==> config.mk <==
export PLATFORM = sky130hd
export DESIGN_NAME = dec_onehot_strobe_flat
export DESIGN_NICKNAME = d
export VERILOG_FILES = /design/src/rtl/dec_onehot_strobe_if.sv /design/src/rtl/dec_onehot_strobe.sv /design/src/flat_wrapper.sv
export SDC_FILE = /design/constraint.sdc
export NUM_CORES = 1
export LEC_CHECK = 0
export ABC_AREA = 1
export CAP_MARGIN = 20
export CORE_MARGIN = 2
export CORE_UTILIZATION = 45
export CTS_BUF_LIST = sky130_fd_sc_hd__clkbuf_4 sky130_fd_sc_hd__clkbuf_8 sky130_fd_sc_hd__clkbuf_16
export CTS_CLUSTER_DIAMETER = 60
export DETAILED_ROUTE_END_ITERATION = 6
export GPL_TIMING_DRIVEN = 1
export PLACE_DENSITY_LB_ADDON = 0.3
export SLEW_MARGIN = 15
export SYNTH_ARGS = -nofsm -noshare
export SYNTH_HDL_FRONTEND = slang
export SYNTH_SLANG_ARGS = --single-unit
==> constraint.sdc <==
create_clock -name clk -period 1.5 [get_ports clk]
set_clock_uncertainty 0.05 [all_clocks]
set_input_delay 0.15 -clock clk [delete_from_list [all_inputs] [get_ports clk]]
set_output_delay 0.15 -clock clk [all_outputs]
set_load 0.01 [all_outputs]
==> src/rtl/dec_onehot_strobe_if.sv <==
`default_nettype none
// ============================================================================
// Module   : dec_onehot_strobe_if
// Purpose  : Request/response bundle for the registered one-hot decoder.
// Revision : 1.0 - initial release
// ============================================================================
interface dec_onehot_strobe_if #(
    parameter int SEL_W   = 8,
    parameter int NUM_OUT = 256
);
    logic [SEL_W-1:0]   sel_i;
    logic               valid_i;
    logic               mode_i;
    logic               clear_i;
    logic               ready_o;
    logic [NUM_OUT-1:0] out_o;
    logic               busy_o;
    logic               err_o;

    modport master (
        output sel_i, valid_i, mode_i, clear_i,
        input  ready_o, out_o, busy_o, err_o
    );

    modport slave (
        input  sel_i, valid_i, mode_i, clear_i,
        output ready_o, out_o, busy_o, err_o
    );
endinterface
`default_nettype wire

==> src/rtl/dec_onehot_strobe.sv <==
`default_nettype none
// ============================================================================
// Module   : dec_onehot_strobe
// Purpose  : Registered one-hot decoder, level-hold or timed-strobe output.
// Revision : 1.0 - initial release
// ============================================================================
module dec_onehot_strobe #(
    parameter int SEL_W   = 8,
    parameter int NUM_OUT = 256,
    parameter int STRETCH = 4,
    parameter int CNT_W   = 8
) (
    input  wire logic          clk,
    input  wire logic          reset_n,
    dec_onehot_strobe_if.slave bus
);

    typedef enum logic [1:0] {
        S_IDLE    = 2'd0,
        S_HOLD    = 2'd1,
        S_STRETCH = 2'd2
    } state_t;

    localparam logic [SEL_W:0]     c_num_out  = (SEL_W+1)'(NUM_OUT);
    localparam logic [NUM_OUT-1:0] c_one      = NUM_OUT'(1);
    localparam logic [CNT_W-1:0]   c_cnt_load = CNT_W'(STRETCH - 1);

    state_t             r_state;
    logic [CNT_W-1:0]   r_cnt;
    logic [NUM_OUT-1:0] r_out;
    logic               r_busy;
    logic               r_err;

    logic               w_ready;
    logic               w_accept;
    logic               w_in_range;
    logic [NUM_OUT-1:0] w_onehot;

    assign w_ready    = (r_state != S_STRETCH);
    assign w_accept   = bus.valid_i & w_ready;
    // Zero-extended compare so an index past NUM_OUT never aliases onto a real bit.
    assign w_in_range = ({1'b0, bus.sel_i} < c_num_out);
    assign w_onehot   = c_one << bus.sel_i;

    always_ff @(posedge clk or negedge reset_n) begin
        if (!reset_n) begin
            r_state <= S_IDLE;
            r_cnt   <= '0;
            r_out   <= '0;
            r_busy  <= 1'b0;
            r_err   <= 1'b0;
        end else begin
            r_err <= 1'b0;
            if (bus.clear_i) begin
                r_state <= S_IDLE;
                r_cnt   <= '0;
                r_out   <= '0;
                r_busy  <= 1'b0;
            end else if (w_accept) begin
                if (!w_in_range) begin
                    r_state <= S_IDLE;
                    r_out   <= '0;
                    r_busy  <= 1'b0;
                    r_err   <= 1'b1;
                end else if (bus.mode_i) begin
                    r_state <= S_STRETCH;
                    r_cnt   <= c_cnt_load;
                    r_out   <= w_onehot;
                    r_busy  <= 1'b1;
                end else begin
                    r_state <= S_HOLD;
                    r_out   <= w_onehot;
                    r_busy  <= 1'b0;
                end
            end else if (r_state == S_STRETCH) begin
                // Count reaching zero marks the last high cycle of the strobe.
                if (r_cnt == '0) begin
                    r_state <= S_IDLE;
                    r_out   <= '0;
                    r_busy  <= 1'b0;
                end else begin
                    r_cnt <= r_cnt - 1'b1;
                end
            end
        end
    end

    assign bus.ready_o = w_ready;
    assign bus.out_o   = r_out;
    assign bus.busy_o  = r_busy;
    assign bus.err_o   = r_err;

endmodule
`default_nettype wire

==> src/flat_wrapper.sv <==
// flat-port wrapper written by rule: the top's interface ports become plain ports
module dec_onehot_strobe_flat 
#(
    parameter int SEL_W   = 8,
    parameter int NUM_OUT = 256,
    parameter int STRETCH = 4,
    parameter int CNT_W   = 8
)
  (clk, reset_n, bus_sel_i, bus_valid_i, bus_mode_i, bus_clear_i, bus_ready_o, bus_out_o, bus_busy_o, bus_err_o);
  dec_onehot_strobe_if #(.SEL_W(SEL_W), .NUM_OUT(NUM_OUT)) bus_i ();
  input  wire logic clk;
  input  wire logic reset_n;
  input wire logic [$bits(bus_i.sel_i)-1:0] bus_sel_i;
  input wire logic [$bits(bus_i.valid_i)-1:0] bus_valid_i;
  input wire logic [$bits(bus_i.mode_i)-1:0] bus_mode_i;
  input wire logic [$bits(bus_i.clear_i)-1:0] bus_clear_i;
  output wire logic [$bits(bus_i.ready_o)-1:0] bus_ready_o;
  output wire logic [$bits(bus_i.out_o)-1:0] bus_out_o;
  output wire logic [$bits(bus_i.busy_o)-1:0] bus_busy_o;
  output wire logic [$bits(bus_i.err_o)-1:0] bus_err_o;
  assign bus_i.sel_i = bus_sel_i;
  assign bus_i.valid_i = bus_valid_i;
  assign bus_i.mode_i = bus_mode_i;
  assign bus_i.clear_i = bus_clear_i;
  assign bus_ready_o = bus_i.ready_o;
  assign bus_out_o = bus_i.out_o;
  assign bus_busy_o = bus_i.busy_o;
  assign bus_err_o = bus_i.err_o;
  dec_onehot_strobe #(.SEL_W(SEL_W), .NUM_OUT(NUM_OUT), .STRETCH(STRETCH), .CNT_W(CNT_W)) u_core (.clk(clk), .reset_n(reset_n), .bus(bus_i));
endmodule
==> flow_summary.ini, run 1 <==
[clock_network]
cts_root_buf = clkbuf_16
clkLatencyLatePin_ns = 0.54
clk_path_buf_depth = 3
cts_tree = built
clock-sinks = 266
numCtsBuffers = 28
path_clk_slew_ns = 0.06
htree_num_levels = 1

[synth]
yosysMostFrequentCell = nand3_1
postSynthAreaPerCell_um2 = 9.410
yosys-top-cells-count = nand3_1, dfrtp_1, o21ai_1
synth_cells = 1200
syn_area_um2 = 11290
synthMuxAreaShare_pct = 0
synthSimpleGateAreaFrac_pct = 22.42
ys_seq_area_share_pct = 58.95
synth_top_family_by_area = simple AND/OR/NAND/NOR gates
synthAdderAreaFrac_pct = 0.2216
ys_types = 26
ys_top_cells_by_area = dfrtp_1, nand3_1, o21ai_1, o21ai_0, nand2_1
synth-warning-count = 0
yosysTopAreaCell = dfrtp_1
synth-compound-area-share_pct = 11.52
syn_nets = 1215
async_flop_share_pct = 100.0
synth_top_area_share_pct = 58.95
synth_edf_count = 0
synth-xor-area-share_pct = 0
synthFlopType = dfrtp_1
ys_ff_latch = 266

[power_and_ir_drop]
total_power_uw = 16580
peakVddDrop_uv = 767.3
p_leak_uw = 0.008209
power.density_nw_per_um2 = 1023

[sta]
hold_viol_final = 0
drv_slew = 0
setup_viol = 257
fmax_ghz = 0.5980
final.setup.worst_slack_ns = -0.1724
fin_crit_sh_pct = 111.5
rsz0062_at_grt = yes
fin_crit_ns = 1.672

[placed_design]
port_buffers = 270
dpl_cell_area_um2 = 15040
place_ws_ns = -0.6147
gp_congestion = 0.9012
place_hpwl_um = 27800

[detailed_routing]
drc_errors = 0
ant_nets = 0
drt_iter0_drc = 1031
viasPerCell = 5.812
vias = 10955
post_drt_wl_per_cell_um = 22.06
first_pass_iters = 5
routed_wl_um = 41590

[setup_path]
critPathSlowestCell = dfrtp_1
reg2reg_slack_ns = -0.17
critPathArrivalTime_ns = 2.04
r2r_start = u_core.r_cnt[0]$_DFFE_PN0P_
crit_type = register to register
cp.required_ns = 1.87
path_delay_family = buffers and inverters
crit_buf_inv = 4
worstPathCellList = inv_2, ha_4, nand3_4, nor2_4, nand3_4, buf_12, buf_8, buf_16, nand3_2, o21ai_1
worst-path-max-fanout = 7
cp-start-kind = register
max_stage_delay_ns = 0.39
timing.rr.end = u_core.bus.out_o[211]$_DFFE_PN0P_
cp-end-kind = register
cpMostUsedCell = nand3_4
reg2reg_depth = 10

[grt]
gr-usage-all-layers_pct = 30.44
grt_pass1_wl_um = 61840
antenna_found_initial = 3
grt-ovfl-total = 0
grt_pass1_vias = 10576
grt_max_degree = 94

[final_layout]
final_nets = 1553
fin_area_um2 = 16210
final_layout_size_suffix_gt1_share_pct = 16.92
area_delta_synth_final_pct = 43.53
final_core_util_pct = 66.26

[floorplan]
ios = 272
core_area_um2 = 24460
die_area_um2 = 26380
placementRows = 57
initial_utilization_pct = 46.16
fp.dieH_um = 162.4
fp.dieW_um = 162.4

[min_path]
hp-class = input port to async pin

[run_status]
violations = setup timing
outcome = finished with violations

[job]
maxCapViolations = 0
==> stage by stage <==
step	setup TNS, ns	std cells	hold WS [ns]
floorplan	-0.6915	1200	-0.1956
global placement	-67.31	1814	-0.02449
detailed placement	-71.50	1814	-0.02302
global route	-48.40	1885	0.02883
CTS	-30.22	1876	0.01978
finish	-25.30	1885	0.01770
==> area by class of cell <==
| class | instances | area (µm²) |
|---|---|---|
| tap | 324 | 405.4 |
| timing repair buffer | 426 | 4003 |
| clock buffer | 40 | 845.8 |
| antenna | 1 | 2.502 |
| sequential | 266 | 6656 |
| clock inverter | 12 | 115.1 |
| fill | 2119 | 8254 |
| inverter | 24 | 90.09 |
| multi-input combinational | 792 | 4090 |
==> cells by family after synthesis <==
family / count (synthesis)
buf+inv: 142
other cells: 1
compound gates: 260
fa+ha+maj: 2
flops: 266
simple gates: 529
==> registers in the layout, summed over array words and instances (netlist names) <==
signal / count
u_core.r_state: 2
u_core.r_cnt: 8
u_core.bus.out_o: 256
==> cell usage in the layout (no fill, tap or decap), types with 9 or more instances in the layout <==
master             n
clkbuf_16         31
inv_1             14
buf_12            22
nand2_1           94
nand3_1          321
nor2_1            45
inv_2              9
clkdlybuf4s50_1    9
nand4_1           25
o21ai_1          159
dfrtp_1          266
buf_4            120
dlygate4sd2_1    256
nand3_2           19
o21ai_0           95
==> per-layer routing <==
layer  up-vias  part of all wire [%]  global-route usage (%)
li1       4890                     -                       -
met1      5379                    38                   40.00
met2       582                    48                   49.07
met3       100                   9.3                   7.257
met4         4                   4.2                   12.15
met5         -                 0.070                       0
==> how the worst max path moves through the flow <==
stage	from	depth (start not counted)	endpoint
finish	u_core.r_cnt[0]$_DFFE_PN0P_	10	u_core.bus.out_o[211]$_DFFE_PN0P_
floorplan	u_core.r_cnt[0]$_DFFE_PN0P_	9	u_core.bus.out_o[253]$_DFFE_PN0P_
global placement	bus_sel_i[0]	7	u_core.bus.out_o[213]$_DFFE_PN0P_
global route	u_core.r_cnt[0]$_DFFE_PN0P_	9	u_core.bus.out_o[153]$_DFFE_PN0P_
detailed placement	bus_sel_i[0]	7	u_core.bus.out_o[53]$_DFFE_PN0P_
CTS	u_core.r_cnt[0]$_DFFE_PN0P_	9	u_core.bus.out_o[121]$_DFFE_PN0P_
==> power breakdown <==
part	total (µW)	internal (µW)	switching, µW
Sequential	7300	7250	56.6
Combinational	2170	805	1360
Clock	7110	4260	2850
==> repair_timing <==
action	in CTS	in global routing
endpoints found under the setup margin	516	266
gates cloned	4	5
gates resized for setup	301	39
hold buffers	1	0
buffers inserted	5	4
hold endpoints to repair	266	0
pin swaps	0	5
(Power assumes the default switching activity.)
==> inputs of run 2 (changes only) <==
--- a/config.mk
+++ b/config.mk
@@ -14,6 +14,7 @@
 export DETAILED_ROUTE_END_ITERATION = 6
 export GPL_TIMING_DRIVEN = 1
 export PLACE_DENSITY_LB_ADDON = 0.3
+export SKIP_CTS_REPAIR_TIMING = 1
 export SLEW_MARGIN = 15
 export SYNTH_ARGS = -nofsm -noshare
 export SYNTH_HDL_FRONTEND = slang
==> run 2 against run 1 <==
Net effect:
- the run still ends with setup timing left
- hold slack got worse by 0.010 ns
- largest cell class unchanged
- wire length rose by 7.7%
- sequential share of layout area fell by 3.5 points
- cell count rose by 0.53%
- total power rose by 1.4%
- first-iteration DRC count rose by 25%
- flip-flop and latch count did not move
- largest power group unchanged
- core utilization rose by 6.1 points
==> flow_summary.ini, run 2 (synthesized netlist as in run 1, its figures left out) <==
[run_status]
outcome = finished with violations
violations = setup timing

[setup_path]
r2r_start = u_core.r_cnt[0]$_DFFE_PN0P_
cp-end-kind = register
critPathArrivalTime_ns = 2.11
crit_type = register to register
cp.required_ns = 1.87
reg2reg_depth = 9
worst-path-max-fanout = 47
cp-start-kind = register
reg2reg_slack_ns = -0.24
timing.rr.end = u_core.bus.out_o[158]$_DFFE_PN0P_

[clock_network]
clock-sinks = 266
cts_root_buf = clkbuf_16
htree_num_levels = 1
clkLatencyLatePin_ns = 0.54
cts_tree = built
clk_path_buf_depth = 3
path_clk_slew_ns = 0.07
numCtsBuffers = 28

[grt]
grt_max_degree = 114
antenna_found_initial = 3
grt_pass1_vias = 10434
grt-ovfl-total = 0
gr-usage-all-layers_pct = 29.47
grt_pass1_wl_um = 60210

[final_layout]
final_cell_mix = nand3_1, dfrtp_1, dlymetal6s2s_1
stdcell_count = 1895
final_layout_size_suffix_gt1_share_pct = 20.38
largest_register_ffs = 256
regArea_um2 = 6656
final_nets = 1563
multi_input_area_um2 = 4337
area_delta_synth_final_pct = 56.80
fin_area_um2 = 17710
n_fill_cell = 1709
final_common_cell = nand3_1

[detailed_routing]
post_drt_wl_per_cell_um = 23.65
vias = 11384
first_pass_iters = 5
ant_nets = 0
routed_wl_um = 44810
drc_errors = 0
drt_iter0_drc = 1291
viasPerCell = 6.007

[placed_design]
place_hpwl_um = 27800
port_buffers = 270
place_ws_ns = -0.6147
gp_congestion = 0.9012
dpl_cell_area_um2 = 15040
dp_cells = 1814

[floorplan]
initial_utilization_pct = 46.16
placementRows = 57
fp.dieW_um = 162.4
ios = 272
die_area_um2 = 26380
core_area_um2 = 24460
fp.dieH_um = 162.4

[sta]
drv_slew = 0
setup_viol = 259
fin_crit_sh_pct = 115.9
fin_crit_ns = 1.738
rsz0062_at_grt = yes
final.setup.tns_ns = -40.89
hold_viol_final = 0
fmax_ghz = 0.5753
final.setup.worst_slack_ns = -0.2383
whs_ns = 0.007589

[power_and_ir_drop]
p_sw_uw = 4404
seqPwrFrac_pct = 43.5
peakVddDrop_uv = 765.0
p_leak_uw = 0.01194
intPower_uw = 12400
clkPwrFrac_pct = 42.8
swShare_pct = 26.21
combPwrFrac_pct = 13.8
power.density_nw_per_um2 = 949.0

[min_path]
hp-class = input port to async pin

[job]
maxCapViolations = 0
run 2: cell count changes in the layout (fill, tap and decap cells not counted), moves of 6 or more:
cell,change
dlygate4sd2_1,-256
nand3_2,+34
clkbuf_16,+14
o21ai_2,+11
nand3_1,-38
dlymetal6s2s_1,+258
o21ai_0,-6
run 2: how the worst max path moves through the flow:
stage / from / to / slack (ns)
global route: u_core.r_cnt[0]$_DFFE_PN0P_ / u_core.bus.out_o[115]$_DFFE_PN0P_ / -0.34
global placement: bus_sel_i[0] / u_core.bus.out_o[213]$_DFFE_PN0P_ / -0.60
CTS: u_core.r_state[1]$_DFFE_PN0P_ / bus_ready_o / -0.39
detailed placement: bus_sel_i[0] / u_core.bus.out_o[53]$_DFFE_PN0P_ / -0.61
floorplan: u_core.r_cnt[0]$_DFFE_PN0P_ / u_core.bus.out_o[253]$_DFFE_PN0P_ / -0.02
finish: u_core.r_cnt[0]$_DFFE_PN0P_ / u_core.bus.out_o[158]$_DFFE_PN0P_ / -0.24
run 2: worst max-delay path: stages (launching register included):
cell and delay [ns]:
dfrtp_1 0.39, inv_2 0.08, ha_4 0.15, nand3_4 0.08
nor2_4 0.10, nand3_4 0.13, buf_12 0.19, buf_16 0.18
nand3_1 0.14, o21ai_0 0.09
run 2: power groups by stage:
stage / logic (µW) / clock network, µW / registers (µW)
2_1_floorplan: 994 / 0 / 7440
3_3_place_gp: 1750 / 0 / 7420
3_5_place_dp: 1770 / 0 / 7420
4_1_cts: 1780 / 7160 / 7290
5_1_grt: 2490 / 7550 / 7310
6_report: 2320 / 7180 / 7300
run 2: final cells by class:
class | instances | area share [%]
repair buffers | 436 | 29.66
clock inverters | 12 | 0.6501
clock buffers | 40 | 4.777
diodes | 1 | 0.01413
inverters | 24 | 0.5229
flip-flops and latches | 266 | 37.59
multi-input cells | 792 | 24.49
well taps | 324 | 2.290
run 2: stage by stage:
stage	total power [µW]	util, %
6_report	16800	72.38
5_1_grt	17340	72.38
4_1_cts	16240	65.42
3_5_place_dp	9191	61.49
3_3_place_gp	9168	61.49
2_1_floorplan	8437	-
run 2: metal layers:
layer	GRT usage (%)	up-vias	routed length (µm)
met2	47.60	669	21680
met3	7.792	138	4379
met4	10.62	4	2160
li1	-	4916	-
met5	0	-	29
met1	38.62	5657	16560
==> inputs of run 3 (changes only) <==
--- a/config.mk
+++ b/config.mk
@@ -12,7 +12,7 @@
 export CTS_BUF_LIST = sky130_fd_sc_hd__clkbuf_4 sky130_fd_sc_hd__clkbuf_8 sky130_fd_sc_hd__clkbuf_16
 export CTS_CLUSTER_DIAMETER = 60
 export DETAILED_ROUTE_END_ITERATION = 6
-export GPL_TIMING_DRIVEN = 1
+export GPL_TIMING_DRIVEN = 0
 export PLACE_DENSITY_LB_ADDON = 0.3
 export SKIP_CTS_REPAIR_TIMING = 1
 export SLEW_MARGIN = 15
==> run 3 against run 2 <==
Net effect:
- the flow finishes with violations (DRC, setup timing)
- register-to-register slack lost 0.10 ns
- via count shrank 0.33%
- worst setup slack lost 0.10 ns
- clock power shrank 6.0%
- sequential power is essentially flat
- first-iteration DRC count grew 0.77%
- core utilization shrank 1.5 points
- non-clock buffer count shrank 21
- fmax shrank 5.6%
- hold slack gained 0.071 ns
- critical endpoint is now u_core.bus.out_o[142]$_DFFE_PN0P_
- highest routed layer is now met4
==> flow_summary.ini, run 3 (synthesized netlist as in run 1, its figures left out) <==
[run_status]
outcome = finished with violations
violations = DRC, setup timing

[final_layout]
regArea_um2 = 6659
final_common_cell = dfrtp_1
multi_input_area_um2 = 4464
final_nets = 1541
final_cell_mix = dfrtp_1, nand3_1, dlymetal6s2s_1
largest_register_ffs = 256
n_fill_cell = 1720
area_delta_synth_final_pct = 53.46
final_core_util_pct = 70.84
final_layout_size_suffix_gt1_share_pct = 19.52
stdcell_count = 1874

[grt]
grt-ovfl-total = 0
grt_pass1_vias = 10601
grt_max_degree = 106
gr-usage-all-layers_pct = 30.33
grt_pass1_wl_um = 61350
antenna_found_initial = 2

[placed_design]
port_buffers = 265
gp_congestion = 1.048
place_hpwl_um = 29500
dp_cells = 1791
place_ws_ns = -0.9139

[detailed_routing]
drc_errors = 2
first_pass_iters = 7
viasPerCell = 6.054
drt_iter0_drc = 1301
ant_nets = 0
post_drt_wl_per_cell_um = 23.63
vias = 11346
routed_wl_um = 44290

[sta]
rsz0062_at_grt = yes
final.setup.worst_slack_ns = -0.3423
fin_crit_ns = 1.842
fin_crit_sh_pct = 122.8
hold_viol_final = 0
timing.slew.headroom_pct = 49.46
setup_viol = 262
whs_ns = 0.07848
drv_slew = 0
fmax_ghz = 0.5428
worstMarginPinSlew_ns = 0.7553

[clock_network]
cts_root_buf = clkbuf_16
clk_path_buf_depth = 3
clock-sinks = 266
cts_tree = built
path_clk_slew_ns = 0.06
htree_num_levels = 1
numCtsBuffers = 27
clkLatencyLatePin_ns = 0.54

[floorplan]
placementRows = 57
die_area_um2 = 26380
core_area_um2 = 24460
ios = 272
initial_utilization_pct = 46.16
fp.dieH_um = 162.4
fp.dieW_um = 162.4

[setup_path]
cp.required_ns = 1.91
cp-start-kind = input port
timing.rr.end = u_core.bus.out_o[151]$_DFFE_PN0P_
reg2reg_slack_ns = -0.34
crit_type = input port to register
cp-end-kind = register
worst-path-max-fanout = 10
r2r_start = u_core.r_cnt[1]$_DFFE_PN0P_
reg2reg_depth = 10
critPathArrivalTime_ns = 2.25

[job]
maxCapViolations = 0

[min_path]
holdPathEnd = u_core.bus.out_o[114]$_DFFE_PN0P_
hp-class = input port to register
hold_path.startpoint = bus_sel_i[1]
holdPathStages = 5

[power_and_ir_drop]
power.density_nw_per_um2 = 937.9
total_power_uw = 16250
p_leak_uw = 0.01160
peakVddDrop_uv = 701.7
## run 3: changes by cell type in the layout (fill, tap and decap cells not counted), moves of 16 or more
cell	before	now
buf_12	22	6
buf_4	121	32
buf_8	1	18
clkbuf_1	0	28
nand3_1	283	262
nand3_2	53	78
o21ai_0	89	47
o21ai_1	154	199
## run 3: cell type report
class | instances | share of cell area, %
sequential | 266 | 38.43
multi-input combinational | 792 | 25.76
timing repair buffer | 299 | 22.34
buffer | 116 | 5.444
clock buffer | 44 | 4.888
tap | 324 | 2.339
inverter | 24 | 0.5199
clock inverter | 6 | 0.2383
antenna | 3 | 0.04332
## run 3: power breakdown
part	leakage, µW	internal, µW	switching (µW)	total (µW)
logic	0.00744	778	1390	2170
registers	0.00371	7250	87.1	7330
clock network	0.000454	3870	2880	6750
total	0.0116	11900	4360	16300
## run 3: layer usage
| metal | GRT usage, % | share of wire (%) |
|---|---|---|
| met2 | 48.84 | 48 |
| met3 | 5.017 | 10 |
| met1 | 41.41 | 37 |
| met5 | 0 | 0 |
| met4 | 11.95 | 4.7 |
## run 3: worst max-delay path: stages
cell	delay [ns]
clkdlybuf4s50_1	0.44
buf_2	0.20
clkbuf_1	0.28
nor2_1	0.66
nand3_1	0.32
o21ai_1	0.20
## run 3: worst max path at each step
stage / startpoint / endpoint / slack (ns)
finish: bus_sel_i[4] / u_core.bus.out_o[142]$_DFFE_PN0P_ / -0.34
global route: u_core.r_cnt[0]$_DFFE_PN0P_ / u_core.bus.out_o[151]$_DFFE_PN0P_ / -0.39
CTS: u_core.r_state[0]$_DFFE_PN0P_ / u_core.bus.out_o[118]$_DFFE_PN0P_ / -0.50
detailed placement: bus_sel_i[4] / u_core.bus.out_o[25]$_DFFE_PN0P_ / -0.91
global placement: reset_n / u_core.bus.out_o[180]$_DFFE_PN0P_ / -10.82
floorplan: u_core.r_cnt[0]$_DFFE_PN0P_ / u_core.bus.out_o[253]$_DFFE_PN0P_ / -0.02
## run 3: metrics by stage
stage	setup TNS [ns]	cell area (µm²)
floorplan	-0.6915	11310
global placement	-3025.56	14370
detailed placement	-152.54	14440
CTS	-128.63	15330
global route	-75.40	17320
finish	-59.03	17330
